===== src/rtl/dmux_nway_reg.sv =====
// One-to-N demultiplexer with a one-entry output register per channel.
// Supports unicast by sel or broadcast to all channels, with valid/ready handshakes.
module dmux_nway_reg #(
   parameter int WIDTH = 8,
   parameter int NCH   = 4,
   parameter int SELW  = $clog2(NCH)
) (
   input  logic                  clk,
   input  logic                  reset,
   input  logic                  in_valid,
   output logic                  in_ready,
   input  logic [WIDTH-1:0]      in_data,
   input  logic [SELW-1:0]       sel,
   input  logic                  bcast,
   output logic [NCH-1:0]        out_valid,
   input  logic [NCH-1:0]        out_ready,
   output logic [NCH*WIDTH-1:0]  out_data,
   output logic [15:0]           acc_cnt
);

   logic [NCH-1:0]   free;
   logic [NCH-1:0]   load;
   logic [NCH-1:0]   pop;
   logic             accept;
   logic [WIDTH-1:0] data_q [NCH];

   // A channel can take a word when it is empty or its current word drains this cycle.
   // Readiness never looks at in_valid, so the source sees a stable in_ready.
   assign free     = ~out_valid | out_ready;
   assign in_ready = bcast ? (&free) : free[sel];
   assign accept   = in_valid & in_ready;
   assign pop      = out_valid & out_ready;

   // Each channel loads on its own accept; a load wins over a pop so throughput stays at one word per cycle.
   for (genvar i = 0; i < NCH; i++) begin : g_ch
      assign load[i] = accept & (bcast | (sel == SELW'(i)));
      assign out_data[i*WIDTH +: WIDTH] = data_q[i];

      always_ff @(posedge clk or posedge reset) begin
         if (reset) begin
            out_valid[i] <= 1'b0;
            data_q[i]    <= '0;
         end else if (load[i]) begin
            out_valid[i] <= 1'b1;
            data_q[i]    <= in_data;
         end else if (pop[i]) begin
            out_valid[i] <= 1'b0;
         end
      end
   end

   // Broadcasts count once; the counter wraps naturally at 16 bits.
   always_ff @(posedge clk or posedge reset) begin
      if (reset) begin
         acc_cnt <= 16'h0000;
      end else if (accept) begin
         acc_cnt <= acc_cnt + 16'h0001;
      end
   end

endmodule

===== config.mk =====
export PLATFORM = sky130hd
export DESIGN_NAME = dmux_nway_reg
export DESIGN_NICKNAME = d
export VERILOG_FILES = /design/src/rtl/dmux_nway_reg.sv
export SDC_FILE = /design/constraint.sdc
export NUM_CORES = 1
export LEC_CHECK = 0
export ABC_AREA = 1
export BUFFER_PORTS_ARGS = -buffer_cell sky130_fd_sc_hd__buf_2
export CAP_MARGIN = 40
export CORE_AREA = 5 5 92 111
export DETAILED_ROUTE_END_ITERATION = 10
export DIE_AREA = 0 0 97 116
export SLEW_MARGIN = 20
export SYNTH_ARGS = -nofsm -noshare
export SYNTH_HDL_FRONTEND = slang
export SYNTH_SLANG_ARGS = --single-unit

===== constraint.sdc =====
create_clock -name clk -period 1.5 [get_ports clk]
set_input_delay 0.15 -clock clk [delete_from_list [all_inputs] [get_ports clk]]
set_output_delay 0.15 -clock clk [all_outputs]
set_load 0.02 [all_outputs]

**Word level (Yosys, flattened, before mapping)**

Index checks and enable logic that the tools add are counted.

- Output and inout bits: 53
- Input port bits: 18
- Bits in registers: 52
- Logic and storage cells: 43

- Bitwise logic cells: 12
- $lt $le $gt $ge: 1
- Equal/unequal tests: 3
- Reductions and logical operators: 6
- Add/sub/neg operators: 1
- Muxes and demuxes: 11

Operators with widths:

| kind | count |
|---|---|
| 16-bit by 1-bit adder with 16-bit output, second input constant | 1 |
| 1-bit 2-to-1 mux | 10 |
| 2-bit nonzero test | 4 |
| 1-bit AND | 5 |
| 4-bit AND | 1 |
| 2-bit == test, second input constant | 2 |
| 4-bit inverter | 1 |
| 1-bit bitwise OR | 4 |
| 4-bit bitwise OR | 1 |
| 4-bit AND reduction | 1 |
| 2-bit by 3-bit < comparator with 1-bit output, second input constant | 1 |
| 1-bit binary-select mux with 2-bit select | 1 |
| 2-bit by 1-bit == test with 1-bit output, second input constant | 1 |
| 2-bit zero test | 1 |

**Longest topological paths before layout**

- Word-level depth: 8
- Mapped depth: 10
- Gate-level depth less buffers: 9

**Worst setup path before layout**

OpenSTA, ideal clock, no wires.

- Path kind: flip-flop to flip-flop
- From: register out_valid[3]
- To: register acc_cnt[3]
- Arrival time: 1.314 ns
- Setup slack: 0.069 ns
- Clock period less this slack: 1.431 ns
- Data required time: 1.383 ns
- Cell stages (with the launch flop): 10
- Path buffers: 1
- Cells stage by stage: dfrtp_1 -> nand2_1 -> nor2_1 -> nor2_2 -> nand2_2 -> nor2_8 -> nand2_8 -> buf_6 -> nand2_1 -> nand2_1

- Longest elaborated chain between the ends: 6
- Elaborated cells between the ends (all ways): 7
- Classes of those cells: 3 x mux; 3 x bitwise; 1 x reduce/logical

Ends and longest elaborated chain:

| item | RTL line | text |
|---|---|---|
| start: declaration | 15 | `output logic [NCH-1:0] out_valid,` |
| start signal: indexed assignment | 41 | `out_valid[i] <= 1'b0;` |
| start signal: indexed assignment | 44 | `out_valid[i] <= 1'b1;` |
| start signal: indexed assignment | 47 | `out_valid[i] <= 1'b0;` |
| 4-bit inverter (*) | 29 | `assign free = ~out_valid \| out_ready;` |
| 4-bit bitwise OR (*) | 29 |  |
| 1-bit binary-select mux with 2-bit select | 30 | `assign in_ready = bcast ? (&free) : free[sel];` |
| 1-bit 2-to-1 mux (implied by the code) | 30 |  |
| 1-bit 2-to-1 mux (*) | 30 |  |
| 1-bit AND (*) | 31 | `assign accept = in_valid & in_ready;` |
| end signal: assignment | 57 | `acc_cnt <= acc_cnt + 16'h0001;` |
| end: declaration | 18 | `output logic [15:0] acc_cnt` |

Mark *: on every way between the ends. The rest lies on a longest branch, timed or not. The select of a mux whose other input is x is not followed.
A chain may end at the register's enable or synchronous reset.

**Worst setup path in the final report**

- From: register out_valid[3]
- To: output in_ready

- Longest elaborated chain between the ends: 5
- Elaborated cells between the ends (all ways): 6
- Classes of those cells: 3 x mux; 2 x bitwise; 1 x reduce/logical

Ends and longest elaborated chain:

| item | RTL line | text |
|---|---|---|
| 4-bit inverter (*) | 29 |  |
| 4-bit bitwise OR (*) | 29 |  |
| 1-bit binary-select mux with 2-bit select | 30 |  |
| 1-bit 2-to-1 mux (implied by the code) | 30 |  |
| 1-bit 2-to-1 mux (*) | 30 |  |
| end: declaration | 11 | `output logic in_ready,` |

Marks and branches as above.

==> results.tsv <==
metric	value	unit
min Tclk post-route	1490	ps
vias per inst	4.57	
CP endpoint kind	output port	
number of synthesized flops with an enable pin	0	
Least-Margin Pin Slew	410	ps
DP HPWL	5220	µm
FF-to-FF Start	out_valid[3]	
R2R cell count	9	
post-synth top area cell	dfrtp_1	
total internal power	0.00277	W
Seq/Total Area, Yosys	50.0	%
Worst Skew	9.72	ps
crit-path max FO	3	
Critical-path top delay cell	dfrtp_1	
vias after detailed routing	2378	
Hold Crit Class	input pin to register	
Top FF cell, synth	dfrtp_1	
DRC	0	
max-cap viol count	0	
Area contributors post-synth	dfrtp_1, nand2_1, nand4_1	
Std-Cell Rows	38	
Distinct cells, synth	25	
CTS sink count	52	
cells along the critical path	nand2_2, nor2_1, nor2_2, nand2_2, nor2_8, buf_6	
clock root cell	clkbuf_8	
share of post-route cells with drive strength above 1	29.8	%
kind of critical path	register to output port	
I/O pin cnt	71	
Worst path max stage delay	420	ps
maximum VDD drop	0.721	mV
# diodes	0	
die width	97	µm
dominant cell by count in the synthesized netlist	nand2_1	
Post-Synthesis Cell Area	0.00260	mm²
die height	116	µm
Initial Util	29.0	%
Final Util	37.5	%
CTS Buf Count	5	
wire length per cell	13.6	µm
ys async rst share	100	%
port buffer count	70	
Layout Nets	418	
CP Data Arrival Time	1340	ps
Rel. slew slack	72.6	%
critical path launch point type	register	
Sw Share	40.5	%
Clock Latency Late Sink	310	ps
Comb pwr share	38.9	%
Cell Pwr Density	1380	mW/mm²
Critical Path Start	out_valid[3]	
register bit count reported by yosys	52	
CTS tree	done	
worst hold slack	21.2	ps
Reg power frac	42.8	%
RSZ-0062 raised after global routing	true	
H-tree depth	2	
mean post-synth cell area	8.32	µm²
critical path's most frequent cell	nand2_2	
die area	0.0113	mm²
final wirelength	7050	µm
Leak	1.78	nW
Final Hold Vio Count	0	
crit share post-route	99.2	%
Antenna Nets Post-Route	0	
syn nets	332	
max-slew violations	0	
area share of the largest cell type after synthesis	50.0	%
R2R Path End	acc_cnt[5]	
vias in the first global route	2437	
CTS Buffer Depth	2	
Reg clk slew, reported paths	90	ps
synth cell count leaders	nand2_1, dfrtp_1, nand4_1	
clock group share of total power	18.3	%
outcome	finished, final reports clean	
worst reg2reg setup slack	80	ps
core footprint	0.00899	mm²
DRT iter0 DRCs	73	
Mapped Cells	313	
largest net degree at the start of global routing	37	
WP data required	1350	ps
area grow syn2layout	29.6	%
crit path to	in_ready	
GPL Wtd Cong	0.863	
antenna violations before repair	0	
global-route wire length before repair	11700	µm
drt pass-1 iters	4	
yosys warns	0	
final setup violation count	0	
f_max	672	MHz
P_sw	0.00188	W
GRT overflow	0	
GRT Total Usage	12.8	%
-- per-layer routing --
layer / share of wire, % / global-route usage (%) / vias to the layer above
li1: - / - / 1185
met1: 43 / 15.9 / 1112
met2: 49 / 21.7 / 73
met3: 6.2 / 3.49 / 8
met4: 1.5 / 3.84 / 0
met5: 0 / 0 / -
-- critical path, delay by kind of cell, from the launching register on --
| family | cells | cell delay [ps] |
|---|---|---|
| AND/OR/NAND/NOR | 5 | 490 |
| buffers and inverters | 1 | 130 |
| flip-flops | 1 | 420 |
-- state kept, by name, summed over array words and instances (netlist names) --
signal	flops
out_data	32
out_valid	4
acc_cnt	16
-- worst min path at each step --
| stage | start | end | slack [ps] | cells after the start |
|---|---|---|---|---|
| finish | out_ready[1] | out_valid[1] | 20 | 2 |
| global route | out_ready[1] | out_valid[1] | 8 | 2 |
| CTS | out_ready[1] | out_valid[1] | 10 | 2 |
| detailed placement | reset | acc_cnt[9] | 170 | 2 |
| global placement | reset | acc_cnt[10] | 170 | 2 |
| floorplan | out_ready[0] | out_valid[0] | 230 | 1 |
-- cell usage in the layout (no fill, tap or decap), types with 4 or more instances in the layout --
cell type	n
nand2_1	136
buf_2	69
dfrtp_1	52
nand4_1	33
nor2_1	19
inv_1	13
buf_4	13
xnor2_1	10
nand3_1	8
nand2_2	7
clkbuf_8	6
nand4_4	4
-- cell type report --
class	count	area (µm²)
inverter	16	60.1
fill	948	5610
sequential	52	1300
tap	120	150
timing repair buffer	88	539
clock inverter	2	13.8
clock buffer	6	82.6
multi-input combinational	236	1230
-- logic make-up after synthesis --
logic type | Yosys count | synth area share (%)
AND/OR/NAND/NOR | 216 | 38.9
XOR/XNOR | 13 | 4.37
buffers and inverters | 25 | 4.95
flip-flops | 52 | 50.0
adder cells (fa/ha/maj) | 1 | 0.480
AO/OA/AOI/OAI | 6 | 1.30
-- power by group through the flow --
stage                     Sequential (W)  Combinational (W)  Clock (W)
after floorplan                  0.00241           0.000666          0
after global placement           0.00201            0.00170          0
after detailed placement         0.00201            0.00173          0
after CTS                        0.00199            0.00177   0.000901
after global routing             0.00204            0.00200   0.000949
final                            0.00199            0.00181   0.000853
-- what timing repair did --
item / 4_1_cts / 5_1_grt
hold buffers: 1 / 0
pin swaps: 4 / 3
gates resized for setup: 5 / 9
hold endpoints to repair: 16 / 0
buffers inserted: 2 / 1
endpoints found under the setup margin: 23 / 47
-- metrics by stage --
stage / total power [W] / cells / cell area, µm² / setup TNS (ps) / setup WS [ps]
floorplan: 0.00308 / 313 / 2600 / 0 / 68.9
global placement: 0.00371 / 508 / 3170 / 0 / 7.41
detailed placement: 0.00374 / 508 / 3170 / -108 / -22.6
CTS: 0.00466 / 519 / 3300 / -7.54 / -7.54
global route: 0.00499 / 520 / 3370 / -282 / -55.2
finish: 0.00465 / 520 / 3370 / 0 / 12.2
Power figures use the tool's default switching activity.
